[config.mk]
export PLATFORM = sky130hd
export DESIGN_NAME = cu_buff_reader
export DESIGN_NICKNAME = d
export VERILOG_FILES = /design/src/rtl/cu_pkg.sv /design/src/rtl/tx_byte_hs.sv /design/src/rtl/cu_buff_reader.sv
export SDC_FILE = /design/constraint.sdc
export NUM_CORES = 1
export LEC_CHECK = 0
export ABC_CLOCK_PERIOD_IN_PS = 3700
export CORE_ASPECT_RATIO = 0.75
export CORE_UTILIZATION = 50
export DETAILED_ROUTE_END_ITERATION = 16
export PLACE_DENSITY_LB_ADDON = 0.3
export SYNTH_ARGS = -nofsm -noshare
export SYNTH_HDL_FRONTEND = slang
export SYNTH_HIERARCHICAL = 1
export SYNTH_SLANG_ARGS = --single-unit
export TNS_END_PERCENT = 30
[constraint.sdc]
create_clock -name i_clk -period 3.7 [get_ports i_clk]
set_clock_uncertainty 0.2 [all_clocks]
set_input_delay 1.11 -clock i_clk [delete_from_list [all_inputs] [get_ports i_clk]]
set_output_delay 1.11 -clock i_clk [all_outputs]
set_load 0.05 [all_outputs]
[src/rtl/cu_pkg.sv]
// Shared definitions for the ping-pong buffer reader: RAM geometry, sync byte and
// the reader FSM state encoding.
package cu_pkg;

    localparam int unsigned HALF_DEPTH = 256;
    localparam int unsigned OFF_W      = $clog2(HALF_DEPTH);
    localparam int unsigned ADDR_W     = OFF_W + 1;
    localparam int unsigned DATA_W     = 16;
    localparam logic [7:0]  HDR_BYTE   = 8'hA5;

    typedef enum logic [3:0] {
        StIdle   = 4'd0,
        StHdr    = 4'd1,
        StWaitH  = 4'd2,
        StRd     = 4'd3,
        StRdW    = 4'd4,
        StSndHi  = 4'd5,
        StWaitHi = 4'd6,
        StSndLo  = 4'd7,
        StWaitLo = 4'd8,
        StNext   = 4'd9,
        StDone   = 4'd10
    } state_e;

endpackage

[src/rtl/tx_byte_hs.sv]
// One-byte UART handshake: issues tx_start when the UART is free, holds the byte,
// and reports completion once tx_busy has been seen high and then low again.
module tx_byte_hs (
    input  logic       i_clk,
    input  logic       i_reset,
    input  logic       i_send,
    input  logic [7:0] i_data,
    input  logic       i_tx_busy,
    output logic [7:0] o_tx_data,
    output logic       o_tx_start,
    output logic       o_byte_done
);

    logic [7:0] r_data;
    logic       r_pending;
    logic       r_saw_busy;
    logic       w_start;

    // A request stalls while the UART is still busy with an earlier byte.
    assign w_start = i_send & ~i_tx_busy & ~r_pending;

    always_ff @(posedge i_clk) begin
        if (!i_reset) begin
            r_data     <= 8'h00;
            r_pending  <= 1'b0;
            r_saw_busy <= 1'b0;
        end else if (w_start) begin
            r_data     <= i_data;
            r_pending  <= 1'b1;
            r_saw_busy <= 1'b0;
        end else if (r_pending) begin
            if (i_tx_busy) begin
                r_saw_busy <= 1'b1;
            end else if (r_saw_busy) begin
                r_pending <= 1'b0;
            end
        end
    end

    assign o_tx_start  = w_start;
    assign o_tx_data   = w_start ? i_data : r_data;
    assign o_byte_done = r_pending & r_saw_busy & ~i_tx_busy;

endmodule

[src/rtl/cu_buff_reader.sv]
// Streams each completed half of the ping-pong sample RAM to the UART as a sync
// byte followed by every word MSB first; one further request can be queued.
module cu_buff_reader #(
    parameter int unsigned ADDR_W   = cu_pkg::ADDR_W,
    parameter int unsigned DATA_W   = cu_pkg::DATA_W,
    parameter logic [7:0]  HDR_BYTE = cu_pkg::HDR_BYTE
) (
    input  logic              i_clk,
    input  logic              i_reset,
    input  logic              i_write_done,
    input  logic              i_wr_half,
    input  logic [DATA_W-1:0] i_rd_data,
    input  logic              i_tx_busy,
    output logic              o_rd_en,
    output logic [ADDR_W-1:0] o_rd_addr,
    output logic [7:0]        o_tx_data,
    output logic              o_tx_start,
    output logic              o_busy,
    output logic              o_overrun,
    output logic              o_half_sent
);

    import cu_pkg::*;

    localparam int unsigned OFF_BITS = ADDR_W - 1;

    state_e              r_state;
    logic                r_q_valid;
    logic                r_q_half;
    logic                r_overrun;
    logic                r_half;
    logic [OFF_BITS-1:0] r_offset;
    logic [DATA_W-1:0]   r_word;
    logic                r_rd_en;
    logic [ADDR_W-1:0]   r_rd_addr;
    logic                r_busy;
    logic                r_half_sent;

    logic                w_consume;
    logic                w_send;
    logic [7:0]          w_byte;
    logic                w_tx_start;
    logic                w_byte_done;
    logic [OFF_BITS-1:0] w_off_next;

    assign w_consume  = (r_state == StIdle) && r_q_valid;
    assign w_off_next = r_offset + {{(OFF_BITS-1){1'b0}}, 1'b1};

    // A request arriving while one is already waiting is dropped; the older one wins.
    always_ff @(posedge i_clk) begin
        if (!i_reset) begin
            r_q_valid <= 1'b0;
            r_q_half  <= 1'b0;
            r_overrun <= 1'b0;
        end else if (i_write_done) begin
            if (r_q_valid && !w_consume) begin
                r_overrun <= 1'b1;
            end else begin
                r_q_valid <= 1'b1;
                r_q_half  <= ~i_wr_half;
            end
        end else if (w_consume) begin
            r_q_valid <= 1'b0;
        end
    end

    always_comb begin
        w_send = 1'b0;
        w_byte = r_word[7:0];
        case (r_state)
            StHdr: begin
                w_send = 1'b1;
                w_byte = HDR_BYTE;
            end
            StSndHi: begin
                w_send = 1'b1;
                w_byte = r_word[DATA_W-1 -: 8];
            end
            StSndLo: begin
                w_send = 1'b1;
                w_byte = r_word[7:0];
            end
            default: ;
        endcase
    end

    tx_byte_hs u_tx_byte_hs (
        .i_clk       (i_clk),
        .i_reset     (i_reset),
        .i_send      (w_send),
        .i_data      (w_byte),
        .i_tx_busy   (i_tx_busy),
        .o_tx_data   (o_tx_data),
        .o_tx_start  (w_tx_start),
        .o_byte_done (w_byte_done)
    );

    // Outputs are set on the transition into the state they belong to.
    always_ff @(posedge i_clk) begin
        if (!i_reset) begin
            r_state     <= StIdle;
            r_half      <= 1'b0;
            r_offset    <= '0;
            r_word      <= '0;
            r_rd_en     <= 1'b0;
            r_rd_addr   <= '0;
            r_busy      <= 1'b0;
            r_half_sent <= 1'b0;
        end else begin
            r_rd_en     <= 1'b0;
            r_half_sent <= 1'b0;
            case (r_state)
                StIdle: begin
                    if (r_q_valid) begin
                        r_half   <= r_q_half;
                        r_offset <= '0;
                        r_busy   <= 1'b1;
                        r_state  <= StHdr;
                    end
                end
                StHdr: begin
                    if (w_tx_start) r_state <= StWaitH;
                end
                StWaitH: begin
                    if (w_byte_done) begin
                        r_rd_en   <= 1'b1;
                        r_rd_addr <= {r_half, r_offset};
                        r_state   <= StRd;
                    end
                end
                StRd: begin
                    r_state <= StRdW;
                end
                StRdW: begin
                    r_word  <= i_rd_data;
                    r_state <= StSndHi;
                end
                StSndHi: begin
                    if (w_tx_start) r_state <= StWaitHi;
                end
                StWaitHi: begin
                    if (w_byte_done) r_state <= StSndLo;
                end
                StSndLo: begin
                    if (w_tx_start) r_state <= StWaitLo;
                end
                StWaitLo: begin
                    if (w_byte_done) r_state <= StNext;
                end
                StNext: begin
                    if (r_offset == '1) begin
                        r_half_sent <= 1'b1;
                        r_state     <= StDone;
                    end else begin
                        r_offset  <= w_off_next;
                        r_rd_en   <= 1'b1;
                        r_rd_addr <= {r_half, w_off_next};
                        r_state   <= StRd;
                    end
                end
                StDone: begin
                    r_busy  <= 1'b0;
                    r_state <= StIdle;
                end
                default: begin
                    r_busy  <= 1'b0;
                    r_state <= StIdle;
                end
            endcase
        end
    end

    assign o_rd_en     = r_rd_en;
    assign o_rd_addr   = r_rd_addr;
    assign o_tx_start  = w_tx_start;
    assign o_busy      = r_busy;
    assign o_overrun   = r_overrun;
    assign o_half_sent = r_half_sent;

endmodule

==> impl_metrics.ini <==
[yosys]
yosysSeqAreaShare_pct = 42.1
ys_warn_count = 6
ys_types = 50
synth-seq-cells = 54
synthCells = 308
synth_area_per_cell_sq_um = 8.33
synth_common_cells = dfxtp_1, nand2_1, a21oi_1
yosys_most_used_dff = dfxtp_1
async_flop_share_pct = 0
synth.largest_area_cell = dfxtp_1
syn-num-nets = 331
syn_area_sq_mm = 0.00256
synth-edff-count = 0
synth.top_cell.area_share_pct = 42.1
yosysMostFrequentCell = dfxtp_1
synthTopCellsByArea = dfxtp_1, a21oi_1, nand2_1, o21ai_0, mux2_4

[die]
fp.coreArea_sq_mm = 0.00490
die_h_microns = 64.0
rows = 22
pin_count = 43
die_w_microns = 84.7
dieArea_sq_mm = 0.00542
initial_utilization_pct = 52.3

[setup_path]
critPathKind = in -> out
worst-path-max-fanout = 8
cp-end-kind = primary output
startpoint_type = primary input
worst-endpoint-required_ns = 2.39
worstPathArrival_ns = 2.32

[pwr]
irDropWorstVdd_v = 0.000218
p_leak_nw = 1.15
p_per_area_mw_per_mm2 = 341
p_total_mw = 1.11

[place]
dpl_cell_area_sq_mm = 0.00313
gp_congestion = 0.884
pre_cts_ws_ns = -0.139
place_hpwl_microns = 4310
port_buffers = 42
place_inst = 403

[clock_tree]
clk_pin_slew_ns = 0.09
clock_latency_ns = 0.30
cts-buffers-inserted = 5
cts_sinks = 54
clockRootBuffer = clkbuf_8
postCtsSetupBuffers = 0
hold_buffers = 0
htree_num_levels = 2
clk_path_buf_depth = 2
cts_tree = done

[detailed_routing]
ant_nets = 0
post_drt_wl_per_cell_microns = 14.7
via_count = 2336
drtIter0Drc = 199
routed_wl_microns = 6020
vias_per_cell = 5.70
dr.pass1.iters = 11
drc = 0

[sta]
fmax_mhz = 276
setup_tns_ns = 0
setup_viol = 0
tightest_slew_ns = 0.624
finalCritPeriodShare_pct = 98.1
hold_slack_ns = 0.261
setup_ws_ns = 0.0712
maxSlewHeadroom_pct = 58.3
rsz0062_at_grt = no
hold_viol_final = 0
fin_crit_ns = 3.63
drv_slew = 0

[global_routing]
antenna_found_initial = 0
track_usage_pct = 23.4
overflow = 0
grt_max_degree = 22
first_global_vias = 1984
grt_pass1_wl_microns = 9900

[run_status]
status = finished, final reports clean

[hold_path]
hold_class = reg -> reg

[layout]
fin_area_sq_mm = 0.00325
fin_cells = 410
num-nets-final = 373
diodes = 0
drive_gt1_share_pct = 12.9
syn2layout_area_growth_pct = 26.8
fin_util_pct = 66.4

[flow_run]
drv_cap = 0
## sequential cells by signal (all words and copies together), names as in the netlist
signal and cells:
u_tx_byte_hs/r_saw_busy 1, o_overrun 1, r_offset 8, o_half_sent 1
o_rd_en 1, u_tx_byte_hs/r_pending 1, r_q_valid 1, u_tx_byte_hs/r_data 8
o_busy 1, r_state 4, o_rd_addr 9, r_word 16
r_half 1, r_q_half 1
## path summary, 6_finish.rpt
| check | from | end | slack, ns | cells after the start |
|---|---|---|---|---|
| worst max register to register | r_offset[0] | r_offset[4] | 1.33 | 5 |
| worst min-delay path | r_word[6] | r_word[6] | 0.26 | 2 |
| worst min register to register | r_word[6] | r_word[6] | 0.26 | 2 |
| worst max-delay path | i_tx_busy | o_tx_data[2] | 0.07 | 5 |
## what timing repair did
item,CTS,global route
pin swaps,1,0
endpoints found under the setup margin,8,7
resized for setup,2,1
## worst max-delay path, stage by stage
cell           delay [ns]
dlygate4sd2_1        0.27
nor3b_4              0.26
buf_6                0.19
mux2_4               0.33
buf_12               0.15
## power by group
group	internal [mW]	leakage (nW)	switching (mW)
sequential	0.588	0.436	0.00629
combinational	0.0532	0.659	0.0595
clock	0.217	0.0573	0.185
## metal layers
layer | vias up | share of wire (%) | GRT usage (%)
met2 | 76 | 43 | 33.7
met3 | 4 | 6.3 | 4.01
met5 | - | 0 | 0
met4 | 0 | 0.62 | 5.08
met1 | 1097 | 50 | 36.1
li1 | 1159 | - | -
## final cells by class
class	instances	area (sq um)
tap	60	75.1
inverter	12	45.0
sequential	54	1080
clock inverter	1	30.0
clock buffer	6	82.6
fill	431	1650
multi-input combinational	223	1350
timing repair buffer	54	591
## kinds of logic after synthesis
logic type      share of synthesized area (%)
compound gates                           21.6
buf+inv                                  5.51
xor+xnor                                 2.05
fa+ha+maj                               0.975
mux                                      4.54
flops                                    42.1
simple gates                             23.2
## cell usage in the layout (no fill, tap or decap), types with 3 or more instances in the layout
cell	Yosys	final
nand2b_1	4	4
nand3_1	13	13
nor2b_1	5	5
a211oi_1	6	6
a31oi_1	4	4
and3_1	3	3
a21oi_1	39	39
dfxtp_1	54	54
and2_1	12	12
xnor2_1	5	5
buf_4	0	12
buf_12	0	8
o21ai_0	25	25
nor3_1	4	4
nor2_1	14	14
clkdlybuf4s50_1	0	32
inv_1	11	11
clkbuf_8	0	6
mux2_4	7	7
nand2_1	48	48
Power figures use the tool's default switching activity.
